## src/rtl/cpu_ctrl_pkg.sv

```systemverilog
// Shared encodings for the multicycle control unit: opcodes, ALU ops,
// write-data selects, status codes and the sequencer state type.
package cpu_ctrl_pkg;

  localparam logic [4:0] OP_RTYPE = 5'b00000;
  localparam logic [4:0] OP_J     = 5'b00001;
  localparam logic [4:0] OP_BNE   = 5'b00010;
  localparam logic [4:0] OP_JAL   = 5'b00011;
  localparam logic [4:0] OP_JR    = 5'b00100;
  localparam logic [4:0] OP_ADDI  = 5'b00101;
  localparam logic [4:0] OP_BLT   = 5'b00110;
  localparam logic [4:0] OP_SW    = 5'b00111;
  localparam logic [4:0] OP_LW    = 5'b01000;
  localparam logic [4:0] OP_SETX  = 5'b10101;
  localparam logic [4:0] OP_BEX   = 5'b10110;

  localparam logic [4:0] ALU_ADD = 5'b00000;
  localparam logic [4:0] ALU_SUB = 5'b00001;
  localparam logic [4:0] ALU_MUL = 5'b00110;
  localparam logic [4:0] ALU_DIV = 5'b00111;

  localparam logic [2:0] WD_ALU    = 3'd0;
  localparam logic [2:0] WD_DMEM   = 3'd1;
  localparam logic [2:0] WD_PC1    = 3'd2;
  localparam logic [2:0] WD_SETX   = 3'd3;
  localparam logic [2:0] WD_STATUS = 3'd4;
  localparam logic [2:0] WD_MD     = 3'd5;

  localparam logic [2:0] ST_NONE       = 3'd0;
  localparam logic [2:0] ST_ADD_OVF    = 3'd1;
  localparam logic [2:0] ST_ADDI_OVF   = 3'd2;
  localparam logic [2:0] ST_SUB_OVF    = 3'd3;
  localparam logic [2:0] ST_MUL_EXC    = 3'd4;
  localparam logic [2:0] ST_DIV_EXC    = 3'd5;
  localparam logic [2:0] ST_MD_TIMEOUT = 3'd6;

  typedef enum logic [0:0] {
    EXEC = 1'b0,
    WAIT = 1'b1
  } state_t;

endpackage

```

## src/rtl/instr_decoder.sv

```systemverilog
// Purely combinational opcode/flag decode; knows nothing about instr_valid
// or the mul/div sequencing, which the top layers on.
module instr_decoder
  import cpu_ctrl_pkg::*;
#(
  parameter int STATUS_REG = 30,
  parameter int LINK_REG   = 31
) (
  input  logic [31:0] instr,
  input  logic        isNotEqual,
  input  logic        isLessThan,
  input  logic        overflow,
  output logic        rwe,
  output logic [4:0]  rd_sel,
  output logic        rs_sel_rd,
  output logic        rs_zero,
  output logic        alu_inb_imm,
  output logic [4:0]  alu_op,
  output logic        dmwe,
  output logic        br,
  output logic        jp,
  output logic        jr,
  output logic [2:0]  wd_sel,
  output logic [2:0]  status_code,
  output logic        is_mul,
  output logic        is_div
);

  logic [4:0] opcode;
  logic [4:0] rd;
  logic [4:0] fn;
  logic       we;
  logic       forced_we;
  logic       unused_bits;

  assign opcode      = instr[31:27];
  assign rd          = instr[26:22];
  assign fn          = instr[6:2];
  assign unused_bits = ^{instr[21:7], instr[1:0]};

  always_comb begin
    we          = 1'b0;
    forced_we   = 1'b0;
    rd_sel      = rd;
    rs_sel_rd   = 1'b0;
    rs_zero     = 1'b0;
    alu_inb_imm = 1'b0;
    alu_op      = ALU_ADD;
    dmwe        = 1'b0;
    br          = 1'b0;
    jp          = 1'b0;
    jr          = 1'b0;
    wd_sel      = WD_ALU;
    status_code = ST_NONE;
    is_mul      = 1'b0;
    is_div      = 1'b0;
    case (opcode)
      OP_RTYPE: begin
        alu_op = fn;
        we     = 1'b1;
        if (fn == ALU_MUL) begin
          is_mul = 1'b1;
        end else if (fn == ALU_DIV) begin
          is_div = 1'b1;
        end else if (overflow && (fn == ALU_ADD || fn == ALU_SUB)) begin
          forced_we   = 1'b1;
          rd_sel      = 5'(STATUS_REG);
          wd_sel      = WD_STATUS;
          status_code = (fn == ALU_ADD) ? ST_ADD_OVF : ST_SUB_OVF;
        end
      end
      OP_J: jp = 1'b1;
      OP_BNE: begin
        rs_sel_rd = 1'b1;
        alu_op    = ALU_SUB;
        br        = isNotEqual;
      end
      OP_JAL: begin
        jp        = 1'b1;
        we        = 1'b1;
        forced_we = 1'b1;
        rd_sel    = 5'(LINK_REG);
        wd_sel    = WD_PC1;
      end
      OP_JR: begin
        jr        = 1'b1;
        rs_sel_rd = 1'b1;
      end
      OP_ADDI: begin
        alu_inb_imm = 1'b1;
        we          = 1'b1;
        if (overflow) begin
          forced_we   = 1'b1;
          rd_sel      = 5'(STATUS_REG);
          wd_sel      = WD_STATUS;
          status_code = ST_ADDI_OVF;
        end
      end
      OP_BLT: begin
        rs_sel_rd = 1'b1;
        alu_op    = ALU_SUB;
        br        = isNotEqual & ~isLessThan;
      end
      OP_SW: begin
        alu_inb_imm = 1'b1;
        rs_sel_rd   = 1'b1;
        dmwe        = 1'b1;
      end
      OP_LW: begin
        alu_inb_imm = 1'b1;
        we          = 1'b1;
        wd_sel      = WD_DMEM;
      end
      OP_SETX: begin
        we        = 1'b1;
        forced_we = 1'b1;
        rd_sel    = 5'(STATUS_REG);
        wd_sel    = WD_SETX;
      end
      OP_BEX: begin
        rs_zero   = 1'b1;
        rs_sel_rd = 1'b1;
        alu_op    = ALU_SUB;
        jp        = isNotEqual;
      end
      default: ;
    endcase
  end

  // r0 is never written by ordinary results; status and link writes always go through.
  assign rwe = we & (forced_we | (rd_sel != 5'd0));

endmodule

```

## src/rtl/multicycle_control_unit.sv

```systemverilog
// Instruction sequencer: single-cycle decode plus a stalled mul/div handshake
// with exception reporting and a timeout watchdog.
module multicycle_control_unit
  import cpu_ctrl_pkg::*;
#(
  parameter int DATA_WIDTH = 32,
  parameter int STATUS_REG = 30,
  parameter int LINK_REG   = 31,
  parameter int MD_TIMEOUT = 64
) (
  input  logic                  clock,
  input  logic                  reset_n,
  input  logic [31:0]           instr,
  input  logic                  instr_valid,
  input  logic                  isNotEqual,
  input  logic                  isLessThan,
  input  logic                  overflow,
  input  logic                  md_ready,
  input  logic                  md_exception,
  output logic                  pc_en,
  output logic                  rwe,
  output logic [4:0]            rd_sel,
  output logic                  rs_sel_rd,
  output logic                  rs_zero,
  output logic                  alu_inb_imm,
  output logic [4:0]            alu_op,
  output logic                  dmwe,
  output logic                  br,
  output logic                  jp,
  output logic                  jr,
  output logic [2:0]            wd_sel,
  output logic                  md_start_mult,
  output logic                  md_start_div,
  output logic [DATA_WIDTH-1:0] status_val,
  output logic                  busy
);

  localparam int CNT_W = (MD_TIMEOUT > 2) ? $clog2(MD_TIMEOUT) : 1;
  localparam logic [CNT_W-1:0] CNT_LAST = CNT_W'(MD_TIMEOUT - 1);

  state_t           state;
  logic [CNT_W-1:0] cnt;
  logic [4:0]       lat_rd;
  logic             lat_div;

  logic       d_rwe, d_rs_sel_rd, d_rs_zero, d_imm, d_dmwe, d_br, d_jp, d_jr;
  logic       d_is_mul, d_is_div;
  logic [4:0] d_rd_sel, d_alu_op;
  logic [2:0] d_wd_sel, d_status;
  logic [2:0] status_code;
  logic       md_launch;

  instr_decoder #(
    .STATUS_REG(STATUS_REG),
    .LINK_REG  (LINK_REG)
  ) u_dec (
    .instr      (instr),
    .isNotEqual (isNotEqual),
    .isLessThan (isLessThan),
    .overflow   (overflow),
    .rwe        (d_rwe),
    .rd_sel     (d_rd_sel),
    .rs_sel_rd  (d_rs_sel_rd),
    .rs_zero    (d_rs_zero),
    .alu_inb_imm(d_imm),
    .alu_op     (d_alu_op),
    .dmwe       (d_dmwe),
    .br         (d_br),
    .jp         (d_jp),
    .jr         (d_jr),
    .wd_sel     (d_wd_sel),
    .status_code(d_status),
    .is_mul     (d_is_mul),
    .is_div     (d_is_div)
  );

  assign md_launch = (state == EXEC) && instr_valid && (d_is_mul || d_is_div);

  always_comb begin
    pc_en         = 1'b0;
    rwe           = 1'b0;
    rd_sel        = d_rd_sel;
    rs_sel_rd     = 1'b0;
    rs_zero       = 1'b0;
    alu_inb_imm   = 1'b0;
    alu_op        = ALU_ADD;
    dmwe          = 1'b0;
    br            = 1'b0;
    jp            = 1'b0;
    jr            = 1'b0;
    wd_sel        = d_wd_sel;
    md_start_mult = 1'b0;
    md_start_div  = 1'b0;
    status_code   = ST_NONE;
    busy          = (state != EXEC);
    if (state == EXEC) begin
      rs_sel_rd   = d_rs_sel_rd;
      rs_zero     = d_rs_zero;
      alu_inb_imm = d_imm;
      alu_op      = d_alu_op;
      if (md_launch) begin
        md_start_mult = d_is_mul;
        md_start_div  = d_is_div;
      end else if (instr_valid) begin
        pc_en       = 1'b1;
        rwe         = d_rwe;
        dmwe        = d_dmwe;
        br          = d_br;
        jp          = d_jp;
        jr          = d_jr;
        status_code = d_status;
      end
    end else begin
      rd_sel = lat_rd;
      wd_sel = WD_MD;
      // A ready in the final watchdog cycle still counts as a normal completion.
      if (md_ready) begin
        pc_en = 1'b1;
        if (md_exception) begin
          rwe         = 1'b1;
          rd_sel      = 5'(STATUS_REG);
          wd_sel      = WD_STATUS;
          status_code = lat_div ? ST_DIV_EXC : ST_MUL_EXC;
        end else begin
          rwe = (lat_rd != 5'd0);
        end
      end else if (cnt == CNT_LAST) begin
        pc_en       = 1'b1;
        rwe         = 1'b1;
        rd_sel      = 5'(STATUS_REG);
        wd_sel      = WD_STATUS;
        status_code = ST_MD_TIMEOUT;
      end
    end
    if (!reset_n) begin
      pc_en         = 1'b0;
      rwe           = 1'b0;
      dmwe          = 1'b0;
      br            = 1'b0;
      jp            = 1'b0;
      jr            = 1'b0;
      md_start_mult = 1'b0;
      md_start_div  = 1'b0;
    end
  end

  assign status_val = DATA_WIDTH'(status_code);

  always_ff @(posedge clock or negedge reset_n) begin
    if (!reset_n) begin
      state   <= EXEC;
      cnt     <= '0;
      lat_rd  <= 5'd0;
      lat_div <= 1'b0;
    end else begin
      case (state)
        EXEC: begin
          if (md_launch) begin
            state   <= WAIT;
            cnt     <= '0;
            lat_rd  <= instr[26:22];
            lat_div <= d_is_div;
          end
        end
        WAIT: begin
          if (md_ready || cnt == CNT_LAST) begin
            state <= EXEC;
          end else if (cnt != {CNT_W{1'b1}}) begin
            cnt <= cnt + CNT_W'(1);
          end
        end
        default: state <= EXEC;
      endcase
    end
  end

endmodule

```

## config.mk

```make
export PLATFORM = sky130hd
export DESIGN_NAME = multicycle_control_unit
export DESIGN_NICKNAME = d
export VERILOG_FILES = /design/src/rtl/cpu_ctrl_pkg.sv /design/src/rtl/instr_decoder.sv /design/src/rtl/multicycle_control_unit.sv
export SDC_FILE = /design/constraint.sdc
export NUM_CORES = 1
export LEC_CHECK = 0
export ABC_AREA = 1
export BUFFER_PORTS_ARGS = -buffer_cell sky130_fd_sc_hd__buf_2
export CORE_MARGIN = 3
export CORE_UTILIZATION = 47
export CTS_BUF_LIST = sky130_fd_sc_hd__clkbuf_2
export DETAILED_ROUTE_END_ITERATION = 6
export PLACE_DENSITY = 0.89
export SYNTH_ARGS = -nofsm -noshare
export SYNTH_HDL_FRONTEND = slang
export SYNTH_SLANG_ARGS = --single-unit
```

## constraint.sdc

```tcl
create_clock -name clock -period 2.6 [get_ports clock]
set_clock_uncertainty 0.1 [all_clocks]
set_input_delay 0.13 -clock clock [delete_from_list [all_inputs] [get_ports clock]]
set_output_delay 0.13 -clock clock [all_outputs]
set_load 0.01 [all_outputs]
```

Yosys cells after proc, flatten, opt, wreduce, memory -nomap -nowiden
Cells that the tools add are included.
{"block": "totals", "register_bits": 13, "output_inout_bits": 57, "wordCells": 141, "inputBits": 40}
{"block": "classes", "bitwise": 5, "n_reduce_logical": 18, "eq_ne": 18, "add_sub_neg": 1, "muxes": 95}
{"operator": "$mux W1", "n": 57}
{"operator": "$mux W3", "n": 15}
{"operator": "$mux W5", "n": 9}
{"operator": "$eq A5 B3 Y1 const B", "n": 6}
{"operator": "$pmux W5 S4", "n": 1}
{"operator": "$mux W6", "n": 3}
{"operator": "$pmux W3 S5", "n": 1}
{"operator": "$pmux W6 S2", "n": 1}
{"operator": "$eq A5 B1 Y1 const B", "n": 2}
{"operator": "$eq A5 B2 Y1 const B", "n": 2}
{"operator": "$eq A5 B5 Y1 const B", "n": 2}
{"operator": "$logic_not A5 Y1", "n": 2}
{"operator": "$pmux W5 S2", "n": 1}
{"operator": "$reduce_bool A5 Y1", "n": 2}
{"operator": "$reduce_or A5 Y1", "n": 2}
{"operator": "$add A6 B1 Y6 const B", "n": 1}
{"operator": "$eq A6 B6 Y1 const B", "n": 1}
{"operator": "$ne A6 B6 Y1 const B", "n": 1}
{"operator": "$pmux W1 S2", "n": 3}
{"operator": "$pmux W3 S2", "n": 1}
{"operator": "$reduce_or A3 Y1", "n": 2}
{"operator": "$eq A5 B4 Y1 const B", "n": 1}
{"operator": "$mux W2", "n": 2}
{"operator": "$ne A2 B2 Y1 const B", "n": 2}
{"operator": "10 further kinds", "n": 17}

Longest topological paths before layout
{"block": "logic_depth", "word_depth": 14, "mapped_depth": 11, "depth_no_buf": 11}

Modules after synthesis
Synthesis repeated with hierarchy kept, for this count alone.
{"block": "hier_totals", "hier_cells": 284, "hier_area_um2": 1734.2}
{"module": "multicycle_control_unit", "seq_area_each_um2": 325.3, "area_each_um2": 1217.4, "instances": 1, "cells_each": 178}
{"module": "instr_decoder", "seq_area_each_um2": 0.0, "area_each_um2": 516.7, "instances": 1, "cells_each": 106}

Worst setup path after synthesis
No wires, ideal clock.
{"block": "synth_path", "path_kind": "register to output", "from": "register cnt[0]", "to": "output port rd_sel[1]", "required_time_ps": 2370, "stages_incl_launch_ff": 11, "arrival_ps": 1563, "setup_slack_ps": 807, "n_path_buf": 0, "path_cell_list": "dfrtp_1 ha_1 nand2_1 nor2_1 nand2_1 nor2_1 nor2_1 o21bai_1 nor2_2 a21oi_1 o21ai_0"}
{"block": "synth_via", "elab_chain_cells": 4}
{"element": "start, declared", "line": "multicycle_control_unit.sv:42", "text": "logic [CNT_W-1:0] cnt;"}
{"element": "start signal, assigned", "line": "multicycle_control_unit.sv:169", "text": "cnt <= cnt + CNT_W'(1);"}
{"element": "$eq A6 B6 Y1", "line": "multicycle_control_unit.sv:127", "text": "end else if (cnt == CNT_LAST) begin"}
{"element": "$mux W5", "line": "multicycle_control_unit.sv:127"}
{"element": "$mux W5", "line": "multicycle_control_unit.sv:117", "text": "if (md_ready) begin"}
{"element": "$mux W5", "line": "multicycle_control_unit.sv:96", "text": "if (state == EXEC) begin"}
{"element": "end, declared", "line": "multicycle_control_unit.sv:22", "text": "output logic [4:0] rd_sel,"}
No other way between the ends.

Worst setup path in the final report
{"block": "layout_path", "from": "register cnt[0]", "to": "output port rd_sel[3]"}
The elaborated chain is that of the path after synthesis.

==> results.md <==
- The flow ran to the end, and the final reports show no timing, DRC or antenna violations.
- In this run the core area contains 19 standard-cell rows.
- The largest total area in the synthesized netlist belongs to sky130_fd_sc_hd__dfrtp_1.
- The critical path goes through ha_1 > nand2_1 > nor2_1 > nand2_1 > nor2_1 > nor2_1 > o21bai_1 > nor2_4 > a21oi_1 > o21ai_0 > buf_2.
- The number of different library cells used by synthesis comes to 32.
- The power density relative to cell area is ~270 nW/um2.
- The combined area of all synthesized cells is ~1500 um2.
- The final number of hold-violating endpoints was 0.
- The accumulated negative setup slack is 0 ns.
- The starting density of the core is between 50% and 60%.
- Across all hold checks on the routed design, the worst slack comes to between 0.05 and 0.06 ns.
- The post-CTS setup-driven buffer insertion count is 0.
- The detailed router placed 1610 vias in this run.
- The clock tree from TritonCTS is yes.
- The height of the die is ~62 um.
- In this run the biggest area consumer among cell types represents roughly 22% of the synthesized area.
- The via count of the first global-routing pass is roughly 1300.
- Setup repair after global routing left no endpoint under its margin.
- Max-cap violations in this run came to 0.
- Ranked by total cell area, the synthesized netlist is headed by sky130_fd_sc_hd__dfrtp_1 (22%), sky130_fd_sc_hd__buf_4 (15%), sky130_fd_sc_hd__nand2_1 (12%).
- CTS built an H-tree with a depth of 1.
- The count of TritonRoute iterations in the first routing pass is 4.
- The final max-slew violation count is 0.
- The worst setup path is captured at a primary output.
- The slowest cell on the critical path is sky130_fd_sc_hd__dfrtp_1.
- The die outline area is 3838 um2.
- VDD sags by at most about 0.00015 V.
- For the finished layout, the period the worst path requires is ~2.3 ns.
- In the synthesized netlist, the number of instances is approximately 230.
- The kind of cell adding the most delay to the critical path is simple AND/OR/NAND/NOR gates.
- The source-to-sink clock delay at the later pin of the worst-skew pair is approximately 0.26 ns.
- The buffer cell driving the clock tree root is sky130_fd_sc_hd__clkbuf_2.
- Global routing finished with a remaining overflow of 0.
- A synthesized cell averages 6.315 um2.
- Summing all multi-input logic gate instances after layout gives around 900 um2.
- The utilization after layout is 58.85%.
- In this run the worst path has a maximum fanout of 6.
- The number of buffers added by the clock tree synthesis step is 3.
- The first global-routing pass estimated 5602 um of wire.
- The number of input and output port buffers inserted is 50.
- The maximum frequency from static timing analysis is approximately 430 MHz.
- After layout, the worst path uses 89.17% of the clock period.
- The final weighted congestion of routability-driven global placement is between 0.9 and 1.
- The worst endpoint required time is 2.37 ns.
- The register bit total from synthesis is 13.
- The first routing iteration left about 140 violations.
- The floorplan step defined a core boundary enclosing ~2900 um2.
- Entering global routing, the biggest net connects 21 pins.
- The count of antenna-violating nets left after detailed routing is 0.
- The most prevalent standard cell on the critical path is sky130_fd_sc_hd__nor2_1.
- The number of fillers in the final layout is 294.
- 97 I/O pins were placed.
- The share of synthesized area occupied by flip-flops and latches is roughly 22%.
- The area growth from synthesis to layout is 15.05%.
- The TritonCTS sink count is 13.
- For this run, the slowest stage of the critical path takes 0.43 ns.
- The largest buffer count on any clock path is 2.
- The data arrival time of the critical path is around 2.1 ns.
- The post-detailed-placement half-perimeter wirelength is around 3100 um.
- Setup violations remaining at the end of the flow were counted as 0.
- The post-layout net count is 327.
- The synthesized design contains 0 enable-type register cells.
- By startpoint and endpoint, the worst setup path is classified as register to primary output.
- The async set-reset flop share out of synthesis is between 90% and 100%.
- The number of warnings issued by yosys is 0.
- Registers take roughly 330 um2.
- The routed design has between 3000 and 4000 um of wire.
- The die span in x is approximately 62 um.
- Together, buffers and inverters on the worst path number 1.
- In the final layout, the share of cells above drive strength 1 is around 25%.
- The library cell used most frequently in the layout, excluding fill and tap cells, is sky130_fd_sc_hd__buf_2.
- The top cell types in the final layout, fill and taps aside, are sky130_fd_sc_hd__buf_2 (50), sky130_fd_sc_hd__nand2_1 (48), sky130_fd_sc_hd__conb_1 (29).
- Summed over all cells, the static leakage comes to roughly 0.98 nW.
- The total DRC errors in the routed layout is 0.
- The clock input transition at the sequential cells of the worst setup and hold paths is approximately 0.12 ns.
- The total global routing track utilization is approximately a fifth.
- The count of inserted antenna diode cells is 0.
- The class of the tightest hold or removal check is input port to register.
- In the final routed layout, each cell accounts on average for 11.53 um.
- The element type at the critical path start is a register.
- Among all flip-flop cells after synthesis, the most frequent one is sky130_fd_sc_hd__dfrtp_1.
- The via density per instance is roughly 5.
- The number of antenna violations at the first check in global routing is 0.
## synth_stat cells (3+ instances only)
library cell and instances:
sky130_fd_sc_hd__buf_4 29, sky130_fd_sc_hd__inv_1 25, sky130_fd_sc_hd__nor2_4 3, sky130_fd_sc_hd__nor3_1 9, sky130_fd_sc_hd__o21ai_0 13, sky130_fd_sc_hd__dfrtp_1 13
sky130_fd_sc_hd__a21oi_1 12, sky130_fd_sc_hd__inv_2 3, sky130_fd_sc_hd__nor2_1 26, sky130_fd_sc_hd__nand3_1 16, sky130_fd_sc_hd__nand4_1 5, sky130_fd_sc_hd__nor2_2 3
sky130_fd_sc_hd__nor4_1 5, sky130_fd_sc_hd__nand2_1 48
## metrics by stage
stage / setup WS (ns) / power, mW / cell area [um2] / instances
after global placement: 0.5802 / 0.3510 / 1658 / 322
after global routing: 0.04380 / 0.4896 / 1693 / 327
final: 0.2817 / 0.4545 / 1693 / 327
after detailed placement: 0.5701 / 0.3522 / 1658 / 322
after CTS: 0.2325 / 0.4559 / 1688 / 327
after floorplan: 0.8071 / 0.3305 / 1577 / 261
## timing repair
item / in CTS / in global routing
endpoints found under the hold margin: 13 / 0
hold buffers: 1 / 0
gates resized for setup: 0 / 1
endpoints found under the setup margin: 0 / 1
## power breakdown
group | leakage (nW) | internal (mW) | switching [mW]
clock network | 0.0166 | 0.0408 | 0.0619
registers | 0.176 | 0.206 | 0.00368
logic | 0.786 | 0.0452 | 0.0967
total | 0.979 | 0.292 | 0.162
## state kept, by name, summed over array words and instances, names as in the netlist
register,count
lat_div,1
cnt,6
busy,1
lat_rd,5
## worst paths after layout
kind                        endpoint  slack (ns)      start  depth (start not counted)
setup / recovery           rd_sel[3]        0.28     cnt[0]                         11
hold / removal             lat_rd[1]        0.06  instr[23]                          3
setup reg to reg              cnt[3]        0.71     cnt[0]                         11
hold reg to reg              lat_div        0.42    lat_div                          2
max in group asynchronous     cnt[0]        1.97    reset_n                          2
min in group asynchronous  lat_rd[4]        0.18    reset_n                          2
## area by class of cell
cell class,count,area share [%]
Multi-Input combinational cell,187,54.10
Sequential cell,13,19.22
Timing Repair Buffer,52,15.82
Inverter,29,6.578
Tap cell,42,3.104
Clock buffer,4,1.183
## logic make-up (layout without fill, tap and decap cells)
| logic type | count (synthesis) | in the layout | synth area share (%) |
|---|---|---|---|
| other | 1 | 29 | 0.2549 |
| AO/OA/AOI/OAI | 35 | 35 | 13.43 |
| multiplexers | 1 | 1 | 0.6803 |
| AND/OR/NAND/NOR | 120 | 120 | 38.95 |
| flip-flops | 13 | 13 | 22.11 |
| buffers and inverters | 61 | 85 | 23.13 |
| adder cells (fa/ha/maj) | 1 | 1 | 0.8502 |
| XOR/XNOR | 1 | 1 | 0.5953 |
## per-layer routing
metal / global-route usage (%) / up-vias / wire length (um)
met2: 29.14 / 82 / 1789
li1: - / 812 / -
met5: 0 / - / 0
met1: 27.59 / 714 / 1688
met4: 3.939 / 0 / 14
met3: 3.719 / 2 / 276
## worst register-to-register path, cell delays in order (launching register included)
cell and delay [ns]:
sky130_fd_sc_hd__dfrtp_1 0.44, sky130_fd_sc_hd__ha_1 0.23, sky130_fd_sc_hd__nand2_1 0.09, sky130_fd_sc_hd__nor2_1 0.06, sky130_fd_sc_hd__nand2_1 0.07, sky130_fd_sc_hd__nor2_1 0.05, sky130_fd_sc_hd__nor2_1 0.16, sky130_fd_sc_hd__nand2_1 0.15
sky130_fd_sc_hd__nand2_2 0.14, sky130_fd_sc_hd__nand3_1 0.10, sky130_fd_sc_hd__o21ai_0 0.14, sky130_fd_sc_hd__a21oi_1 0.05
(Power assumes the default switching activity.)
